## src/rtl/truth_table_scanner.sv

```systemverilog
// Truth-table scanner: walks all 16 {a,b,c,d} vectors through an external
// combinational block, samples y per vector, and reports table/ones/match.
module truth_table_scanner #(
  parameter int unsigned SETTLE = 1,
  parameter logic [15:0] EXPECT = 16'h0000
) (
  input  logic        clk,
  input  logic        rst_n,
  input  logic        start,
  input  logic        y,
  output logic        a,
  output logic        b,
  output logic        c,
  output logic        d,
  output logic        busy,
  output logic        done,
  output logic [15:0] truth_table,
  output logic [4:0]  ones,
  output logic        match
);

  localparam int unsigned IDX_W  = 4;
  localparam int unsigned CNT_W  = 4;
  localparam int unsigned ONES_W = 5;
  localparam int unsigned TBL_W  = 16;

  localparam logic [1:0] S_IDLE = 2'd0;
  localparam logic [1:0] S_SCAN = 2'd1;
  localparam logic [1:0] S_DONE = 2'd2;

  localparam logic [CNT_W-1:0] SETTLE_C = CNT_W'(SETTLE);
  localparam logic [IDX_W-1:0] LAST_IDX = IDX_W'(15);

  logic [1:0]        state_q, state_d;
  logic [IDX_W-1:0]  idx_q, idx_d;
  logic [CNT_W-1:0]  cnt_q, cnt_d;
  logic [TBL_W-1:0]  table_q, table_d;
  logic [ONES_W-1:0] ones_q, ones_d;
  logic              busy_q, busy_d;
  logic              done_q, done_d;
  logic              match_q, match_d;
  logic [TBL_W-1:0]  table_upd;

  // Next-state and registered-output logic
  always_comb begin
    state_d   = state_q;
    idx_d     = idx_q;
    cnt_d     = cnt_q;
    table_d   = table_q;
    ones_d    = ones_q;
    busy_d    = busy_q;
    done_d    = 1'b0;
    match_d   = match_q;
    table_upd = table_q;
    table_upd[idx_q] = y;

    case (state_q)
      S_IDLE: begin
        if (start) begin
          state_d = S_SCAN;
          idx_d   = '0;
          cnt_d   = '0;
          table_d = '0;
          ones_d  = '0;
          busy_d  = 1'b1;
          match_d = 1'b0;
        end
      end
      S_SCAN: begin
        if (cnt_q == SETTLE_C) begin
          table_d = table_upd;
          ones_d  = ones_q + ONES_W'(y);
          cnt_d   = '0;
          if (idx_q == LAST_IDX) begin
            state_d = S_DONE;
            idx_d   = '0;
            busy_d  = 1'b0;
            done_d  = 1'b1;
            match_d = (table_upd == EXPECT);
          end else begin
            idx_d = idx_q + IDX_W'(1);
          end
        end else begin
          cnt_d = cnt_q + CNT_W'(1);
        end
      end
      S_DONE: begin
        state_d = S_IDLE;
      end
      default: begin
        state_d = S_IDLE;
        busy_d  = 1'b0;
      end
    endcase
  end

  always_ff @(posedge clk or negedge rst_n) begin
    if (!rst_n) begin
      state_q <= S_IDLE;
      idx_q   <= '0;
      cnt_q   <= '0;
      table_q <= '0;
      ones_q  <= '0;
      busy_q  <= 1'b0;
      done_q  <= 1'b0;
      match_q <= 1'b0;
    end else begin
      state_q <= state_d;
      idx_q   <= idx_d;
      cnt_q   <= cnt_d;
      table_q <= table_d;
      ones_q  <= ones_d;
      busy_q  <= busy_d;
      done_q  <= done_d;
      match_q <= match_d;
    end
  end

  assign a           = idx_q[3];
  assign b           = idx_q[2];
  assign c           = idx_q[1];
  assign d           = idx_q[0];
  assign busy        = busy_q;
  assign done        = done_q;
  assign truth_table = table_q;
  assign ones        = ones_q;
  assign match       = match_q;

endmodule
```

## config.mk

```make
export PLATFORM = sky130hd
export DESIGN_NAME = truth_table_scanner
export DESIGN_NICKNAME = d
export VERILOG_FILES = /design/src/rtl/truth_table_scanner.sv
export SDC_FILE = /design/constraint.sdc
export NUM_CORES = 1
export LEC_CHECK = 0
export BUFFER_PORTS_ARGS = -buffer_cell sky130_fd_sc_hd__buf_2
export CORE_UTILIZATION = 50
export CTS_CLUSTER_DIAMETER = 30
export DETAILED_ROUTE_END_ITERATION = 6
export PLACE_DENSITY = 0.76
export SETUP_SLACK_MARGIN = 0.02
export SLEW_MARGIN = 20
export SYNTH_ARGS = -nofsm -noshare
export SYNTH_HDL_FRONTEND = slang
export SYNTH_SLANG_ARGS = --single-unit
```

## constraint.sdc

```tcl
create_clock -name clk -period 1.57 [get_ports clk]
set_clock_uncertainty 0.05 [all_clocks]
set_input_delay 0.157 -clock clk [delete_from_list [all_inputs] [get_ports clk]]
set_output_delay 0.157 -clock clk [all_outputs]
set_load 0.01 [all_outputs]
```

==> summary.md <==
| Metric | Value |
|---|---|
| Critical Path Max Stage Delay | `approximately 0.51 ns` |
| Avg Cell Area, Syn | `between 9 and 10 µm²` |
| Vert. Die Dim | `around 63 µm` |
| FMAX | `~0.53 GHz` |
| Number of H-tree levels | `2` |
| Overflow after GRT | `0` |
| Util after Layout | `0.854` |
| Synth unique cells | `slightly above 40` |
| Synthesized cell area | `roughly 0.0019 mm²` |
| Critical path's top delay family | `compound AO/OA/AOI/OAI gates` |
| Critical Path Fanout Max | `6` |
| IO Count | `32` |
| # setup viols final | `26` |
| Hold/Removal Path Class | `primary input to flip-flop` |
| Core area | `0.00344 mm²` |
| CP max stage cell | `dfrtp_2` |
| WL final | `6.48 mm` |
| Tmin final | `approximately 1.9 ns` |
| RD Place Congestion | `about 0.85` |
| P&R area growth vs syn | `58.5%` |
| Met3 Track Usage GR | `0.0547` |
| Post-synth EDFFs | `0` |
| Final HPWL DP | `about 3.4 mm` |
| CTS sink cnt | `34` |
| Failing checks | `setup timing` |
| Fillcell total | `between 150 and 200` |
| Largest area contributor in the netlist | `dfrtp_1` |
| Mapped Nets | `between 200 and 250` |
| Tot GR Track Use | `0.272` |
| Area of the multi-input gates | `between 0.001 and 0.0015 mm²` |
| Crit Path Class | `flip-flop to flip-flop` |
| CP Launch Type | `flip-flop` |
| Final hold vios | `0` |
| CP Data Required Time | `between 1.5 and 2 ns` |
| Post-Synthesis Cells | `~200` |
| CTS Buf Count | `5` |
| WP data arrival | `2.04 ns` |
| Synth Warn # | `0` |
| Via Count | `between 2,000 and 2,500` |
| Residual DRC | `0` |
| Seq/Total Area, Yosys | `0.459` |
| Port Buffers | `31` |
| Clk slew on worst S/H paths | `~0.07 ns` |
| Gr busiest metal | `met2` |
| Starting Density | `0.538` |
| Share of cells above drive strength 1 | `0.534` |
| Area fraction of the dominant cell type after synthesis | `0.459` |
| RSZ-0062 raised after global routing | `yes` |
| Maximum vdd drop | `~0.0015 V` |
| Max_cap viols | `0` |
| Final setup margin | `-0.325 ns` |
| Ys async rst share | `1.00` |
| Die Wd | `62.9 µm` |
| First-pass GRT wire length | `between 8 and 9 mm` |
| Worst path buffer plus inverter count | `1` |
| Period utilization | `1.21` |
| Synth area leaders | `dfrtp_1 46%, ha_1 7.4%, o21ai_0 7.3%` |
| CTS root buf | `clkbuf_8` |
| TritonCTS clock tree | `done` |
| CP endpoint kind | `flip-flop` |
| Status | `complete, but fails checks` |
| Rel. slew slack | `0.727` |
| Most numerous cell in the Yosys netlist | `dfrtp_1` |
| Worst Tran Pin Value | `slightly above 0.4 ns` |
| WL/cell | `about 19 µm` |
| Pwr dens | `just over 2000 mW/mm²` |
| First-pass detailed-route iteration total | `5` |
| Initial antenna violation count | `0` |
| CP cell instances | `inv_4, ha_4, nand2_2, a222oi_1, nand4_1, o31ai_2` |
| Largest net degree at the start of global routing | `35` |
| Sequential cell area | `roughly 850 µm²` |
| Die area | `between 0.003 and 0.004 mm²` |
| M2 GR Usage | `0.473` |
| Final #Nets | `between 300 and 400` |
| Rows | `21` |
| Clock Latency Late Sink | `roughly 0.30 ns` |
| Commonest register cell after synthesis | `dfrtp_1` |
| Vias/cell | `6.02` |
| Post-DRT Antenna Nets | `0` |
| CTS max path bufs | `2` |
| Leakage Power | `1.35 nW` |
| Final instance area | `0.00294 mm²` |
| Met1 usage | `0.333` |
| Flop and latch count out of synthesis | `34` |
| List of most frequent post-synthesis cells | `34 x dfrtp_1, 30 x nand2_1, 27 x o21ai_0` |
| Placed Area | `0.00232 mm²` |
| N_diodes | `0` |
| Vias in the first global route | `around 1,800` |
| Slew Viols, Final | `0` |
| DR iter-0 viols | `280` |
[cells in the final DEF, fill, tap and decap left out, types with 3 or more instances in the layout]
cell type   n
a21oi_1     4
nand4_1     5
nand2_2     7
ha_1        4
nor2_1      9
buf_4      42
dfrtp_1    31
nand3_1     6
dfrtp_2     3
o21ai_2    13
buf_6       8
ha_4        6
clkbuf_8    6
o21ai_1    12
buf_12      3
nand2_1    22
buf_2      31
o22ai_2     3
o21ai_0     3
xor2_1      3
inv_1       8
a21oi_2     8
[kinds of logic after synthesis]
logic type	after synthesis	synth area share
adders and majority gates	11	0.0743
xor gates and xnor gates	4	0.0189
muxes	2	0.0108
AOI/OAI and AO/OA	63	0.208
and+or+nand+nor	70	0.182
DFF	34	0.459
buffers and inverters	20	0.0466
[through the flow]
| step | hold WS (ns) | total power, mW | std cells | setup slack [ns] | TNS [ns] |
|---|---|---|---|---|---|
| after global placement | 0.0786 | 3.94 | 306 | -0.135 | -0.155 |
| after global routing | 0.201 | 6.39 | 336 | -0.378 | -3.90 |
| after CTS | 0.159 | 4.92 | 322 | -0.146 | -0.303 |
| final | 0.175 | 6.09 | 336 | -0.325 | -2.40 |
| after floorplan | -0.189 | 2.91 | 204 | -0.00616 | -0.00616 |
| after detailed placement | 0.0774 | 4.02 | 306 | -0.181 | -0.437 |
[tightest hold or removal path, cell delays in order]
cell and delay, ns:
buf_2 0.09, o21bai_1 0.10, nor2_1 0.12
[routing by layer]
layer / vias to the layer above / routed length (µm)
met5: - / 0
met4: 0 / 213
met3: 24 / 489
met2: 120 / 3230
met1: 985 / 2540
li1: 895 / -
[flip-flops by register name, indices dropped and copies added, names as in the netlist]
register     count
truth_table     16
ones             5
cnt_q            4
idx_q            4
state_q          2
busy             1
done             1
match            1
[report_power, final]
group	leakage (nW)	switching [mW]	total (mW)	internal (mW)
sequential	0.442	0.410	1.59	1.19
combinational	0.862	1.98	3.83	1.85
clock	0.0443	0.311	0.658	0.348
total	1.35	2.70	6.09	3.39
[cell type report]
class	count	area share
clock buffer	7	0.0294
sequential	34	0.291
timing repair buffer	86	0.220
multi-input combinational	152	0.425
inverter	11	0.0149
tap	46	0.0196
[worst paths after layout]
check | cells past startpoint | to | slack (ns) | start
setup / recovery | 6 | match | -0.32 | idx_q[1]
hold / removal | 3 | state_q[0] | 0.17 | start
setup reg to reg | 6 | match | -0.32 | idx_q[1]
hold reg to reg | 2 | busy | 0.43 | busy
max in group asynchronous | 3 | idx_q[0] | 0.96 | rst_n
min in group asynchronous | 3 | truth_table[1] | 0.30 | rst_n
[repair_timing]
action / CTS / global route
setup endpoints to repair: 16 / 23
pin swaps: 9 / 28
hold buffers: 1 / 0
resized for setup: 16 / 87
gates cloned: 1 / 1
hold endpoints to repair: 34 / 0
setup buffers: 8 / 13
Note: power is estimated with default switching activity, not from simulation.
